### src/rtl/pipe_pkg.sv
// pipe_pkg: shared constants for the 4-stage 8-bit pipeline.
// Holds the opcode encoding, instruction field positions and the
// default datapath/register-address widths used by every stage.
package pipe_pkg;

    localparam int DW_DEFAULT = 8;
    localparam int AW_DEFAULT = 3;
    localparam int IW         = 8;

    typedef enum logic [1:0] {
        OP_ADD = 2'b00,
        OP_SUB = 2'b01,
        OP_MOV = 2'b10,
        OP_JMP = 2'b11
    } opcode_t;

    // Instruction layout: [7:6] opcode, [5:3] rd, [2:0] rs, [5:0] jump target
    localparam int OP_HI  = 7;
    localparam int OP_LO  = 6;
    localparam int RD_HI  = 5;
    localparam int RD_LO  = 3;
    localparam int RS_HI  = 2;
    localparam int RS_LO  = 0;
    localparam int TGT_HI = 5;
    localparam int TGT_LO = 0;
    localparam int TGT_W  = TGT_HI - TGT_LO + 1;

    function automatic opcode_t get_opcode(input logic [IW-1:0] instr);
        return opcode_t'(instr[OP_HI:OP_LO]);
    endfunction

endpackage

### src/rtl/exwb_stage_if.sv
// exwb_stage_if: bundle between decode/register file and the EX/WB stage.
// The master side presents the instruction and operands; the slave side
// (the stage itself) returns the write-back triple, redirect and flags.
interface exwb_stage_if
    import pipe_pkg::*;
#(
    parameter int DW = DW_DEFAULT,
    parameter int AW = AW_DEFAULT
);

    logic              id_valid;
    logic [IW-1:0]     id_instr;
    logic [DW-1:0]     rd_data1;
    logic [DW-1:0]     rd_data2;

    logic              wb_reg_write;
    logic [AW-1:0]     wb_reg;
    logic [DW-1:0]     wb_data;
    logic              br_taken;
    logic [TGT_W-1:0]  br_target;
    logic              flag_z;
    logic              flag_c;

    modport master (
        output id_valid, id_instr, rd_data1, rd_data2,
        input  wb_reg_write, wb_reg, wb_data, br_taken, br_target, flag_z, flag_c
    );

    modport slave (
        input  id_valid, id_instr, rd_data1, rd_data2,
        output wb_reg_write, wb_reg, wb_data, br_taken, br_target, flag_z, flag_c
    );

endinterface

### src/rtl/alu8.sv
// alu8: combinational ADD/SUB/MOV unit for the EX/WB stage.
// SUB reports a borrow in the carry output (set when a < b unsigned).
// JMP is not an ALU operation and returns zeros.
module alu8
    import pipe_pkg::*;
#(
    parameter int DW = DW_DEFAULT
) (
    input  opcode_t       op,
    input  logic [DW-1:0] a,
    input  logic [DW-1:0] b,
    output logic [DW-1:0] result,
    output logic          carry,
    output logic          zero
);

    logic [DW:0] ext;

    // Compute a DW+1 bit result so the top bit is the carry/borrow
    always_comb begin
        ext = '0;
        case (op)
            OP_ADD:  ext = {1'b0, a} + {1'b0, b};
            OP_SUB:  ext = {1'b0, a} - {1'b0, b};
            OP_MOV:  ext = {1'b0, b};
            default: ext = '0;
        endcase
        result = ext[DW-1:0];
        carry  = ext[DW];
        zero   = (ext[DW-1:0] == '0);
    end

endmodule

### src/rtl/exwb_stage.sv
// exwb_stage: execute/write-back stage of the 4-stage 8-bit pipeline.
// Runs one instruction per cycle through alu8 and registers the
// register-file write port, the jump redirect pulse and the Z/C flags.
// A taken jump squashes the single instruction presented behind it.
// Optional feature macro: EXWB_FWD_EN enables one-deep result forwarding
// from the registered write-back into the A/B operands.
module exwb_stage
    import pipe_pkg::*;
#(
    parameter int DW = DW_DEFAULT,
    parameter int AW = AW_DEFAULT
) (
    input logic         clk,
    input logic         rst,
    exwb_stage_if.slave bus
);

    opcode_t          op;
    logic [AW-1:0]    rd;
    logic [DW-1:0]    op_a;
    logic [DW-1:0]    op_b;
    logic [DW-1:0]    alu_result;
    logic             alu_carry;
    logic             alu_zero;
    logic             accept;

    logic             wb_reg_write_q;
    logic [AW-1:0]    wb_reg_q;
    logic [DW-1:0]    wb_data_q;
    logic             br_taken_q;
    logic [TGT_W-1:0] br_target_q;
    logic             flag_z_q;
    logic             flag_c_q;

    assign op = get_opcode(bus.id_instr);
    assign rd = bus.id_instr[RD_HI:RD_LO];

    // The slot right after a taken jump holds the wrong-path instruction
    assign accept = bus.id_valid && !br_taken_q;

`ifdef EXWB_FWD_EN
    logic [AW-1:0] rs;
    assign rs = bus.id_instr[RS_HI:RS_LO];

    // The register file has not yet committed last cycle's result, so take it from wb
    always_comb begin
        op_a = bus.rd_data1;
        op_b = bus.rd_data2;
        if (wb_reg_write_q && (wb_reg_q == rd)) begin
            op_a = wb_data_q;
        end
        if (wb_reg_write_q && (wb_reg_q == rs)) begin
            op_b = wb_data_q;
        end
    end
`else
    assign op_a = bus.rd_data1;
    assign op_b = bus.rd_data2;
`endif

    alu8 #(.DW(DW)) u_alu (
        .op     (op),
        .a      (op_a),
        .b      (op_b),
        .result (alu_result),
        .carry  (alu_carry),
        .zero   (alu_zero)
    );

    // Pipeline register: write-back triple, redirect pulse and flags
    always_ff @(posedge clk or posedge rst) begin
        if (rst) begin
            wb_reg_write_q <= 1'b0;
            wb_reg_q       <= '0;
            wb_data_q      <= '0;
            br_taken_q     <= 1'b0;
            br_target_q    <= '0;
            flag_z_q       <= 1'b0;
            flag_c_q       <= 1'b0;
        end else begin
            wb_reg_write_q <= 1'b0;
            br_taken_q     <= 1'b0;
            if (accept) begin
                case (op)
                    OP_ADD, OP_SUB: begin
                        wb_reg_write_q <= 1'b1;
                        wb_reg_q       <= rd;
                        wb_data_q      <= alu_result;
                        flag_z_q       <= alu_zero;
                        flag_c_q       <= alu_carry;
                    end
                    OP_MOV: begin
                        wb_reg_write_q <= 1'b1;
                        wb_reg_q       <= rd;
                        wb_data_q      <= alu_result;
                    end
                    default: begin
                        br_taken_q  <= 1'b1;
                        br_target_q <= bus.id_instr[TGT_HI:TGT_LO];
                    end
                endcase
            end
        end
    end

    assign bus.wb_reg_write = wb_reg_write_q;
    assign bus.wb_reg       = wb_reg_q;
    assign bus.wb_data      = wb_data_q;
    assign bus.br_taken     = br_taken_q;
    assign bus.br_target    = br_target_q;
    assign bus.flag_z       = flag_z_q;
    assign bus.flag_c       = flag_c_q;

endmodule

### src/flat_wrapper.sv
// flat-port wrapper written by rule: the top's interface ports become plain ports
module exwb_stage_flat import pipe_pkg::*;
#(
    parameter int DW = DW_DEFAULT,
    parameter int AW = AW_DEFAULT
)
  (clk, rst, bus_id_valid, bus_id_instr, bus_rd_data1, bus_rd_data2, bus_wb_reg_write, bus_wb_reg, bus_wb_data, bus_br_taken, bus_br_target, bus_flag_z, bus_flag_c);
  exwb_stage_if #(.DW(DW), .AW(AW)) bus_i ();
  input logic clk;
  input logic rst;
  input wire logic [$bits(bus_i.id_valid)-1:0] bus_id_valid;
  input wire logic [$bits(bus_i.id_instr)-1:0] bus_id_instr;
  input wire logic [$bits(bus_i.rd_data1)-1:0] bus_rd_data1;
  input wire logic [$bits(bus_i.rd_data2)-1:0] bus_rd_data2;
  output wire logic [$bits(bus_i.wb_reg_write)-1:0] bus_wb_reg_write;
  output wire logic [$bits(bus_i.wb_reg)-1:0] bus_wb_reg;
  output wire logic [$bits(bus_i.wb_data)-1:0] bus_wb_data;
  output wire logic [$bits(bus_i.br_taken)-1:0] bus_br_taken;
  output wire logic [$bits(bus_i.br_target)-1:0] bus_br_target;
  output wire logic [$bits(bus_i.flag_z)-1:0] bus_flag_z;
  output wire logic [$bits(bus_i.flag_c)-1:0] bus_flag_c;
  assign bus_i.id_valid = bus_id_valid;
  assign bus_i.id_instr = bus_id_instr;
  assign bus_i.rd_data1 = bus_rd_data1;
  assign bus_i.rd_data2 = bus_rd_data2;
  assign bus_wb_reg_write = bus_i.wb_reg_write;
  assign bus_wb_reg = bus_i.wb_reg;
  assign bus_wb_data = bus_i.wb_data;
  assign bus_br_taken = bus_i.br_taken;
  assign bus_br_target = bus_i.br_target;
  assign bus_flag_z = bus_i.flag_z;
  assign bus_flag_c = bus_i.flag_c;
  exwb_stage #(.DW(DW), .AW(AW)) u_core (.clk(clk), .rst(rst), .bus(bus_i));
endmodule
### config.mk
export PLATFORM = sky130hd
export DESIGN_NAME = exwb_stage_flat
export DESIGN_NICKNAME = d
export VERILOG_FILES = /design/src/rtl/pipe_pkg.sv /design/src/rtl/exwb_stage_if.sv /design/src/rtl/alu8.sv /design/src/rtl/exwb_stage.sv /design/src/flat_wrapper.sv
export SDC_FILE = /design/constraint.sdc
export NUM_CORES = 1
export LEC_CHECK = 0
export CORE_ASPECT_RATIO = 0.5
export CORE_MARGIN = 8
export CORE_UTILIZATION = 40
export CTS_CLUSTER_SIZE = 14
export DETAILED_ROUTE_END_ITERATION = 8
export GPL_TIMING_DRIVEN = 1
export MAX_ROUTING_LAYER = met4
export PLACE_DENSITY = 0.71
export SLEW_MARGIN = 15
export SYNTH_ARGS = -nofsm -noshare
export SYNTH_HDL_FRONTEND = slang
export SYNTH_SLANG_ARGS = --single-unit
### constraint.sdc
create_clock -name clk -period 3.5 [get_ports clk]
set_clock_uncertainty 0.1 [all_clocks]
set_input_delay 0.35 -clock clk [delete_from_list [all_inputs] [get_ports clk]]
set_output_delay 0.35 -clock clk [all_outputs]
set_load 0.02 [all_outputs]
**After elaboration in Yosys (flattened, before gate mapping)**

Index checks and enable logic that the tools add are counted.
Widths: inputs -> output; s select.

- Bits in registers: 21
- Bits in latches: 0
- RAM bits: 0
- Bits in read-only memories: 0
- Bits of input ports: 27
- Output and inout bits: 21
- Memories kept: 0

- $add $sub $neg: 2
- Multipliers: 0
- Div/mod/pow operators: 0
- Magnitude comparators: 0
- Equal/unequal tests: 2
- Shift operators: 0
- Muxes and demuxes: 5
- Bitwise logic cells: 1
- Reductions and logical operators: 9

Operator list:

| kind | number |
|---|---|
| $pmux 9 s3 | 1 |
| $add 8x8->9 | 1 |
| $sub 8x8->9 | 1 |
| $logic_not 8->1 | 1 |
| $reduce_and 2->1 | 3 |
| $mux 1 | 4 |
| $reduce_or 3->1 | 1 |
| $eq 2x1->1 const B | 1 |
| $eq 2x2->1 const B | 1 |
| $logic_not 2->1 | 1 |
| $reduce_or 2->1 | 1 |
| $logic_and 1x1->1 | 1 |
| $logic_not 1->1 | 1 |
| $not 1->1 | 1 |

**Logic depth before layout (Yosys ltp)**

- Depth after elaboration: 4
- Mapped depth: 12
- Gate-level depth less buffers: 11

**Hierarchy**

A second synthesis with hierarchy kept.

- Cells, all modules: 159
- Area total of the unflattened synthesis: 1590.3 um2

By module, submodules not included:

| module | times used | cells an instance | area an instance (um2) |
|---|---|---|---|
| exwb_stage | 1 | 49 | 838.3 |
| alu8 | 1 | 110 | 752.0 |

**Worst setup path after synthesis**

OpenSTA, ideal clock, no wires.

- Path kind: input to register
- Start: input port bus_id_instr[7]
- End: register u_core.flag_z_q (netlist: u_core.bus.flag_z)
- Setup time: 0.134 ns
- Arrival: 2.313 ns
- Data required time: 3.266 ns
- Slack: 0.952 ns
- Stages: 10
- Buffers on the path: 1
- Path through: buf_2 nor2b_1 nor2_1 xnor2_1 ha_1 nor2b_1 o31a_1 or4_1 o311ai_1 o41ai_2

- Longest elaborated chain between the ends: 3

Ends and longest elaborated chain:

| what | RTL line | source |
|---|---|---|
| from (decl) | flat_wrapper.sv:12 | `input wire logic [$bits(bus_i.id_instr)-1:0] bus_id_instr;` |
| $eq 2x2->1 (tied with other cells) | alu8.sv:22 | `case (op)` |
| $pmux 9 s3 or $reduce_or 2->1 (tied branches) | - |  |
| $logic_not 8->1 or $reduce_and 2->1 (tied branches) | - |  |
| to (signal assigned) | exwb_stage.sv:89 | `flag_z_q <= alu_zero;` |
| to (decl) | exwb_stage.sv:32 | `logic flag_z_q;` |

Several ways; a longest one is shown, not always the timed one.
A chain may end at the register's enable or synchronous reset.

**Worst setup path in the final report**

- Start: input port bus_rd_data2[0]
- End: register u_core.flag_z_q (netlist: u_core.bus.flag_z)

- Longest elaborated chain between the ends: 3

Ends and longest elaborated chain:

| what | RTL line | source |
|---|---|---|
| from (decl) | flat_wrapper.sv:14 | `input wire logic [$bits(bus_i.rd_data2)-1:0] bus_rd_data2;` |
| $sub 8x8->9 or $add 8x8->9 (tied branches) | alu8.sv:24, alu8.sv:23 |  |
| $pmux 9 s3 (*) | alu8.sv:22 |  |
| $logic_not 8->1 (*) | alu8.sv:30 | `zero = (ext[DW-1:0] == '0);` |

Mark *: on every way between the ends. The rest lies on a longest branch, timed or not.

==> results.toml <==
[global_route]
grt_pass1_vias = 1351
antenna_found_initial = 0
track_usage = 0.137
grt.overflow.total = 0
grt_pass1_wl_mm = 6.39
grt_start_max_net_pins = 22

[floorplanning]
die-height_um = 58.5
ioPinCount = 48
coreArea_um2 = 3450
die_width_um = 101
die-area_um2 = 5900
fp-row-count = 15
initial_core_util = 0.418

[drt]
drt_wl_total_mm = 3.79
ant_nets = 0
dr.pass1.iters = 4
drc = 0
via_per_inst = 5.04
drt_iter0_markers = 45
wl_per_cell_um = 13.9
vias = 1370

[cells_and_area]
fill_cells = 322
drive_above_1_share = 0.0588
area_growth_pct = 40.6
seq_area_um2 = 526
multi_input_area_um2 = 866
final_common_cell = "clkdlybuf4s50_1"
layout.nets = 259
mostFrequentLayoutCells = "clkdlybuf4s50_1 (47), nand2_1 (43), dfrtp_1 (21)"
largest_reg_flops = 8
diodes = 0
final_util = 0.587

[synthesis]
yosysWarnings = 0
ys_ff_latch = 21
ys_seq_area_frac = 0.364
netlist_area_um2 = 1440
syn_nets = 208
syn_area_per_cell_um2 = 8.44
synth_cell_types = 42
syn_inst = 171

[worst_setup_path]
cp.required_ps = 3560
r2r_slack_ps = 1850
ff2ff_path_depth = 4
worstReg2RegEnd = "u_core.bus.wb_data[6]"
start_kind = "primary input"
end_kind = "flip-flop"
r2r-start = "u_core.bus.br_taken"
crit_fanout = 6
path_class = "primary input to flip-flop"
critPathArrivalTime_ps = 3100

[sta]
worst_pin_slew_ps = 766
max_clock_freq_mhz = 329
slew_violations = 0
rsz0062_at_grt = "false"
hold_ws_ps = 375
hold_violations = 0
fin_tns_setup_ps = 0
setup_viol_count_final = 0
period_share = 0.869
layout_min_cycle_time_ps = 3040
relSlewSlack = 0.489

[run]
drv_cap = 0

[clock_tree]
root_buffer = "clkbuf_8"
cts_buffers = 3
cts.sinks = 21
hold_buffers = 0
cts_max_path_buffers = 2
post_cts_resized = 0
cts.clk_slew.worst_paths_ps = 80
cts_tree = "done"
post_cts_buffers = 0
htree_levels = 1
clock_latency_ps = 260

[power_and_ir_drop]
p_total_mw = 0.851
p_per_area_nw_per_um2 = 419
ir_drop_uv = 292
cellLeakagePower_nw = 0.935

[placement]
portBuffers = 47
place_congestion = 0.907
post-dp-hpwl_mm = 3.12

[run_status]
status = "finished, final reports clean"

[worst_hold_path]
holdCritStartpoint = "u_core.bus.br_target[1]"
whs_endpoint = "u_core.bus.br_target[1]"
hold_path_depth = 2
hp-class = "flip-flop to flip-flop"
[metrics by stage]
step                      worst slack (ps)  cells  instance area, um^2
final                                  459    272                 2030
after global routing                   310    272                 2030
after floorplan                        952    171                 1440
after detailed placement               218    268                 1980
after global placement                 278    268                 1980
after CTS                              491    272                 2030
[worst max-delay path, cell delays in order]
cell and delay (ps):
clkdlybuf4s50_1 540, inv_1 60, ha_1 220, a21oi_1 170, xnor2_1 160, ha_1 320
a211o_1 320, a32o_1 270, a211oi_2 210, nand4_1 160, o41ai_2 300
[synthesized netlist by cell type (all sizes together)]
cell type	n	area share
a22oi	1	0.0052
fa	1	0.014
or4	1	0.0052
o211a	1	0.0069
ha	9	0.078
a21oi	6	0.021
dfrtp	21	0.36
nand2b	4	0.017
o311ai	1	0.0061
o21a	2	0.010
a2111o	1	0.0078
xor2	5	0.030
mux2	3	0.023
or2	1	0.0043
nor3	4	0.014
a31oi	1	0.0043
a21o	3	0.016
a211oi	4	0.024
buf	4	0.012
a32o	1	0.0069
xnor2	2	0.012
and3	1	0.0043
o22ai	1	0.0043
a211o	2	0.012
o31a	1	0.0061
o21ai	10	0.035
o31ai	2	0.010
nor4b	1	0.0061
or3b	1	0.0061
clkinv	1	0.0026
nand2	43	0.11
nand3	4	0.014
o22a	2	0.012
o41ai	1	0.011
nor2b	5	0.022
nand4	1	0.0043
inv	8	0.021
o211ai	2	0.010
nor2	9	0.023
[metal layers]
metal / track usage / vias up / wire length (um)
met1: 0.174 / 624 / 1840
met5: - / - / 0
met4: 0.0252 / 0 / 10
li1: - / 703 / -
met2: 0.219 / 41 / 1700
met3: 0.0364 / 2 / 237
[layout make-up]
type	count	share of cell area
Tap cell	51	0.0315
Clock buffer	3	0.0204
Timing Repair Buffer	50	0.243
Inverter	9	0.0167
Clock inverter	1	0.00247
Multi-Input combinational cell	137	0.427
Sequential cell	21	0.259
[logic make-up (layout without fill, tap and decap cells)]
kind of cell	Yosys count	after routing	share of synthesized area
adders and majority gates	10	10	0.0919
buffers and inverters	13	63	0.0356
AOI/OAI and AO/OA	42	42	0.210
muxes	3	3	0.0234
and+or+nand+nor	75	75	0.232
DFF	21	21	0.364
xor gates and xnor gates	7	7	0.0425
[power breakdown]
part	internal, mW	leakage [nW]	switching (mW)
clock network	0.0794	0.0255	0.0815
logic	0.184	0.646	0.199
registers	0.285	0.264	0.0221
total	0.548	0.935	0.303
[worst max-delay path by stage]
stage / from / to / slack [ps] / depth (start not counted)
global route: bus_rd_data2[0] / u_core.bus.flag_z / 310 / 11
global placement: bus_rd_data2[0] / u_core.bus.flag_z / 280 / 11
CTS: bus_rd_data2[0] / u_core.bus.flag_z / 490 / 11
finish: bus_rd_data2[0] / u_core.bus.flag_z / 460 / 11
floorplan: bus_id_instr[7] / u_core.bus.flag_z / 950 / 10
detailed placement: bus_rd_data2[0] / u_core.bus.flag_z / 220 / 11
No activity file was read; power rests on OpenSTA's default activity.
